==> config.mk <==
export PLATFORM = sky130hd
export DESIGN_NAME = receive_pixel
export DESIGN_NICKNAME = d
export VERILOG_FILES = /design/src/rtl/receive_pixel.sv
export SDC_FILE = /design/constraint.sdc
export NUM_CORES = 1
export LEC_CHECK = 0
export ABC_AREA = 1
export BUFFER_PORTS_ARGS = -buffer_cell sky130_fd_sc_hd__clkbuf_2
export CAP_MARGIN = 25
export CORE_UTILIZATION = 35
export CTS_CLUSTER_SIZE = 40
export DETAILED_ROUTE_END_ITERATION = 7
export PLACE_DENSITY = 0.62
export SETUP_SLACK_MARGIN = 0.02
export SYNTH_ARGS = -nofsm -noshare
export SYNTH_HDL_FRONTEND = slang
export SYNTH_SLANG_ARGS = --single-unit
==> constraint.sdc <==
create_clock -name clk -period 2.05 [get_ports clk]
set_clock_uncertainty 0.2 [all_clocks]
set_input_delay 0.3075 -clock clk [delete_from_list [all_inputs] [get_ports clk]]
set_output_delay 0.3075 -clock clk [all_outputs]
set_load 0.05 [all_outputs]
==> src/rtl/receive_pixel.sv <==
// UART receiver that rebuilds RGB444 pixels from a high/low byte pair and
// presents them on a valid/ready output with framing, parity and overflow flags.
module receive_pixel #(
  parameter int CLKS_PER_BIT = 434,
  parameter int BITS_N       = 8,
  parameter int PARITY_TYPE  = 0,
  parameter int TIMEOUT_BITS = 20
) (
  input  logic        clk,
  input  logic        rst,
  input  logic        uart_in,
  output logic [11:0] pixel_out,
  output logic        valid_out,
  input  logic        ready_in,
  output logic        frame_error,
  output logic        parity_error,
  output logic        overflow
);

  localparam int TO_CLKS = TIMEOUT_BITS * CLKS_PER_BIT;
  localparam int C_MAXV  = (TO_CLKS > CLKS_PER_BIT) ? TO_CLKS : CLKS_PER_BIT;
  localparam int CW      = $clog2(C_MAXV + 1);
  localparam int BW      = $clog2(BITS_N + 1);

  localparam logic [CW-1:0] C_HALF  = CW'(CLKS_PER_BIT / 2);
  localparam logic [CW-1:0] C_LAST  = CW'(CLKS_PER_BIT - 1);
  localparam logic [CW-1:0] C_MAX   = CW'(C_MAXV);
  localparam logic [CW-1:0] TO_LAST = CW'(TO_CLKS - 1);
  localparam logic [BW-1:0] B_LAST  = BW'(BITS_N - 1);

  typedef enum logic [2:0] {
    S_IDLE, S_START, S_DATA, S_PARITY, S_STOP, S_WAIT_IDLE
  } state_t;

  state_t            r_state;
  logic              r_sync1, r_sync2, r_prev;
  logic [CW-1:0]     r_clk_cnt;
  logic [BW-1:0]     r_bit_cnt;
  logic [BITS_N-1:0] r_shift;
  logic              r_par;
  logic              r_drop;
  logic              r_byte_vld;
  logic              r_byte_err;
  logic              r_phase_lo;
  logic [3:0]        r_hi;
  logic [CW-1:0]     r_to_cnt;
  logic [7:0]        w_byte;
  logic              w_par_bad;

  assign w_byte    = 8'(r_shift);
  assign w_par_bad = (PARITY_TYPE == 1) ? ~(r_par ^ r_sync2) : (r_par ^ r_sync2);

  always_ff @(posedge clk or negedge rst) begin
    if (!rst) begin
      r_sync1 <= 1'b1;
      r_sync2 <= 1'b1;
      r_prev  <= 1'b1;
    end else begin
      r_sync1 <= uart_in;
      r_sync2 <= r_sync1;
      r_prev  <= r_sync2;
    end
  end

  // Frame FSM; r_byte_vld / r_byte_err are one-cycle strobes to the packer.
  always_ff @(posedge clk or negedge rst) begin
    if (!rst) begin
      r_state      <= S_IDLE;
      r_clk_cnt    <= '0;
      r_bit_cnt    <= '0;
      r_shift      <= '0;
      r_par        <= 1'b0;
      r_drop       <= 1'b0;
      r_byte_vld   <= 1'b0;
      r_byte_err   <= 1'b0;
      frame_error  <= 1'b0;
      parity_error <= 1'b0;
    end else begin
      r_byte_vld   <= 1'b0;
      r_byte_err   <= 1'b0;
      frame_error  <= 1'b0;
      parity_error <= 1'b0;
      if (r_clk_cnt != C_MAX) r_clk_cnt <= r_clk_cnt + 1'b1;
      case (r_state)
        S_IDLE: begin
          if (r_prev && !r_sync2) begin
            r_state   <= S_START;
            r_clk_cnt <= '0;
          end
        end
        S_START: begin
          if (r_clk_cnt == C_HALF) begin
            r_clk_cnt <= '0;
            r_bit_cnt <= '0;
            r_par     <= 1'b0;
            r_drop    <= 1'b0;
            r_state   <= r_sync2 ? S_IDLE : S_DATA;
          end
        end
        S_DATA: begin
          if (r_clk_cnt == C_LAST) begin
            r_clk_cnt <= '0;
            r_shift   <= {r_sync2, r_shift[BITS_N-1:1]};
            r_par     <= r_par ^ r_sync2;
            if (r_bit_cnt == B_LAST)
              r_state <= (PARITY_TYPE != 0) ? S_PARITY : S_STOP;
            else
              r_bit_cnt <= r_bit_cnt + 1'b1;
          end
        end
        S_PARITY: begin
          if (r_clk_cnt == C_LAST) begin
            r_clk_cnt <= '0;
            r_state   <= S_STOP;
            if (w_par_bad) begin
              parity_error <= 1'b1;
              r_byte_err   <= 1'b1;
              r_drop       <= 1'b1;
            end
          end
        end
        S_STOP: begin
          if (r_clk_cnt == C_LAST) begin
            r_clk_cnt <= '0;
            if (r_sync2) begin
              r_byte_vld <= ~r_drop;
              r_state    <= S_IDLE;
            end else begin
              frame_error <= 1'b1;
              r_byte_err  <= 1'b1;
              r_state     <= S_WAIT_IDLE;
            end
          end
        end
        S_WAIT_IDLE: begin
          // Parked here so a line held low cannot masquerade as a new start bit.
          if (r_sync2) r_state <= S_IDLE;
        end
        default: r_state <= S_IDLE;
      endcase
    end
  end

  // Byte pairing, partial-pixel timeout and output handshake.
  always_ff @(posedge clk or negedge rst) begin
    if (!rst) begin
      r_phase_lo <= 1'b0;
      r_hi       <= '0;
      r_to_cnt   <= '0;
      pixel_out  <= '0;
      valid_out  <= 1'b0;
      overflow   <= 1'b0;
    end else begin
      overflow <= 1'b0;
      if (valid_out && ready_in) valid_out <= 1'b0;
      if (r_byte_err) begin
        r_phase_lo <= 1'b0;
        r_to_cnt   <= '0;
      end else if (r_byte_vld) begin
        r_to_cnt <= '0;
        if (!r_phase_lo) begin
          r_hi       <= w_byte[3:0];
          r_phase_lo <= 1'b1;
        end else begin
          r_phase_lo <= 1'b0;
          if (!valid_out || ready_in) begin
            pixel_out <= {r_hi, w_byte};
            valid_out <= 1'b1;
          end else begin
            overflow <= 1'b1;
          end
        end
      end else if (r_phase_lo) begin
        if (r_to_cnt == TO_LAST) begin
          r_phase_lo <= 1'b0;
          r_to_cnt   <= '0;
        end else begin
          r_to_cnt <= r_to_cnt + 1'b1;
        end
      end
    end
  end

endmodule

==> results.cfg <==
[run_status]
status = completed

[setup_path]
ff2ff_setup_slack_ns = 0.21
max_stage_delay_ns = 0.40
critPathCaptureType = register
arrival_ns = 1.88
worstRegToRegCells = 9
crit_top_cell = nand2_4
crit_required_ns = 2.09
r2r-start = r_clk_cnt[1]$_DFF_PN0_
critPathMaxFanout = 8
worst-setup-path-type = register to register
cp-start-kind = register
slowest_stage = dfrtp_1
path_cells = inv_1, ha_1, nand3_1, nor2_4, nand2_4, a21oi_4, nand2_4, nor2_8, nor2_2
r2r_end = r_clk_cnt[12]$_DFF_PN0_

[logic_synthesis]
yosys.area.top_type_share = 0.462
syn_nets = 465
ys_async_sr_fraction = 1.00
synthCells = 456
synth.most_common_cell = nand2_1
synth_top_area_cell = dfrtp_1
synth-edff-count = 0
synth_area_sq_um = 3680
ys_types = 35
synth_ff_type = dfrtp_1
synth_warnings = 0
synth_top_cells_by_count = nand2_1 (120), dfrtp_1 (68), inv_1 (50)
ys_seq_elements = 71
syn_avg_cell_area_sq_um = 8.08
yosys-top-cells-area = dfrtp_1 (46%), nand2_1 (12%), inv_1 (5.1%), nand3_1 (4.9%), nor2_1 (4.0%)
yosysSeqAreaShare = 0.483

[place]
gp_congestion = 0.830
placed_cell_area_sq_um = 3980
dp_hpwl_um = 5200
dp_cells = 612
numPortBuffers = 19

[sta]
rsz0062_at_grt = no
slew_headroom = 0.722
maxClockFrequency_ghz = 0.543
hold_violations = 0
layout_min_cycle_time_ns = 1.84
finalSetupTns_ns = 0
tightest_slew_ns = 0.415
slew_viol_final = 0
holdWs_ns = 0.0256
finalCritPeriodShare = 0.898
setup-violations-final = 0

[drt]
drt_iter0_drc = 186
viasPerCell = 4.71
vias = 2968
wl_met1_um = 3480
wl_met2_um = 3380
dr.pass1.iters = 4
wl_met3_um = 245
post_drt_wl_per_cell_um = 11.4
highest_layer = met4
ant_nets = 0
drc = 0
wl_um = 7170

[floorplanning]
fp-row-count = 37
die_area_sq_um = 10900
start_util = 0.359
die_w_um = 105
core_area_sq_um = 10300
die_y_um = 105
ios = 20

[global_routing]
overflow = 0
grt_pass1_wl_um = 12400
antenna_found_initial = 0
grt_pass1_vias = 2770
grt_usage = 0.141
grt_max_degree = 72

[clock_tree]
clockBufferDepth = 2
clk_latency_ns = 0.35
root_buffer = clkbuf_8
htreeDepth = 3
cts_setup_buffers = 0
cts_tree = built
clk_pin_slew_ns = 0.08
cts_buffers = 9
cts.sinks = 71

[final_layout]
layout-area-overhead-vs-synth_pct = 14.8
fin_area_sq_um = 4230
nNetsFinal = 498
drive_gt1_frac = 0.178
fin_cells = 630
antenna_cells = 0

[power_and_ir_drop]
leakagePower_nw = 1.99
ir_drop_mv = 0.381
powerDensity_nw_per_um2 = 836

[hold_path]
worstHoldStart = ready_in
min_path_cells = 4
hp-class = input port to register
min_to = overflow$_DFF_PN0_

[job]
cap_violations = 0
cells in the final DEF (no fill, tap or decap), drive strengths merged, types with 7 or more instances in the layout:
cell | Yosys | layout
nand2 | 125 | 125
dfrtp | 68 | 68
inv | 58 | 60
nor2 | 57 | 57
nand3 | 37 | 37
o21ai | 33 | 33
clkbuf | 2 | 27
nand4 | 17 | 17
nor3 | 14 | 14
xor2 | 11 | 11
buf | 3 | 7
where the power goes:
part / leakage, nW / internal, W / total (W) / switching (W)
sequential: 0.975 / 0.00146 / 0.00154 / 0.0000792
clock: 0.110 / 0.000697 / 0.00127 / 0.000573
combinational: 0.908 / 0.000225 / 0.000724 / 0.000499
routing by layer:
metal,up-vias,global-route usage
met5,-,0
met4,0,0.0553
met3,4,0.0374
met2,42,0.228
met1,1387,0.179
li1,1535,-
metrics by stage:
step                utilization  total power (W)  worst slack, ns
global route              0.411          0.00372           0.0625
floorplan                     -          0.00212            0.208
CTS                       0.411          0.00358            0.179
finish                    0.411          0.00353            0.209
detailed placement        0.387          0.00229            0.198
global placement          0.387          0.00229            0.183
critical path, delay by kind of cell (launching register included):
| family | cells | cell delay [ns] |
|---|---|---|
| compound gates | 1 | 0.19 |
| fa+ha+maj | 1 | 0.18 |
| buf+inv | 1 | 0.08 |
| flops | 1 | 0.40 |
| simple gates | 6 | 0.68 |
sequential cells by signal, summed over array words and instances, names as in the netlist, 3 cells and up:
register,cells
r_shift,8
r_state,3
r_bit_cnt,4
r_to_cnt,14
r_hi,4
pixel_out,12
r_clk_cnt,14
timing repair:
item	in CTS	in global routing
hold endpoints to repair	69	0
hold buffers	2	0
setup endpoints to repair	0	9
gates resized for setup	0	1
worst max path at each step:
stage                                 start                         to  cells past startpoint
CTS                 r_clk_cnt[12]$_DFF_PN0_     r_shift[6]$_DFFE_PN0P_                      8
global route        r_clk_cnt[12]$_DFF_PN0_     r_shift[7]$_DFFE_PN0P_                      8
global placement    r_clk_cnt[12]$_DFF_PN0_          r_par$_DFFE_PN0P_                      8
floorplan               valid_out$_DFF_PN0_  pixel_out[10]$_DFFE_PN0P_                      4
finish               r_clk_cnt[1]$_DFF_PN0_    r_clk_cnt[12]$_DFF_PN0_                      9
detailed placement  r_clk_cnt[12]$_DFF_PN0_          r_par$_DFFE_PN0P_                      8
cell type report:
| cell class | instances | area [sq um] |
|---|---|---|
| fillers | 1047 | 6050 |
| well taps | 136 | 170 |
| repair buffers | 27 | 173 |
| flip-flops and latches | 71 | 1780 |
| multi-input cells | 320 | 1650 |
| clock buffers | 9 | 124 |
| inverters | 60 | 225 |
| clock inverters | 7 | 103 |
logic make-up after synthesis:
logic type	Yosys count	synth area share
simple gates	257	0.325
flops	71	0.483
buf+inv	65	0.0686
compound gates	42	0.0655
xor+xnor	12	0.0285
fa+ha+maj	5	0.0170
mux	4	0.0122
Power figures use the tool's default switching activity.
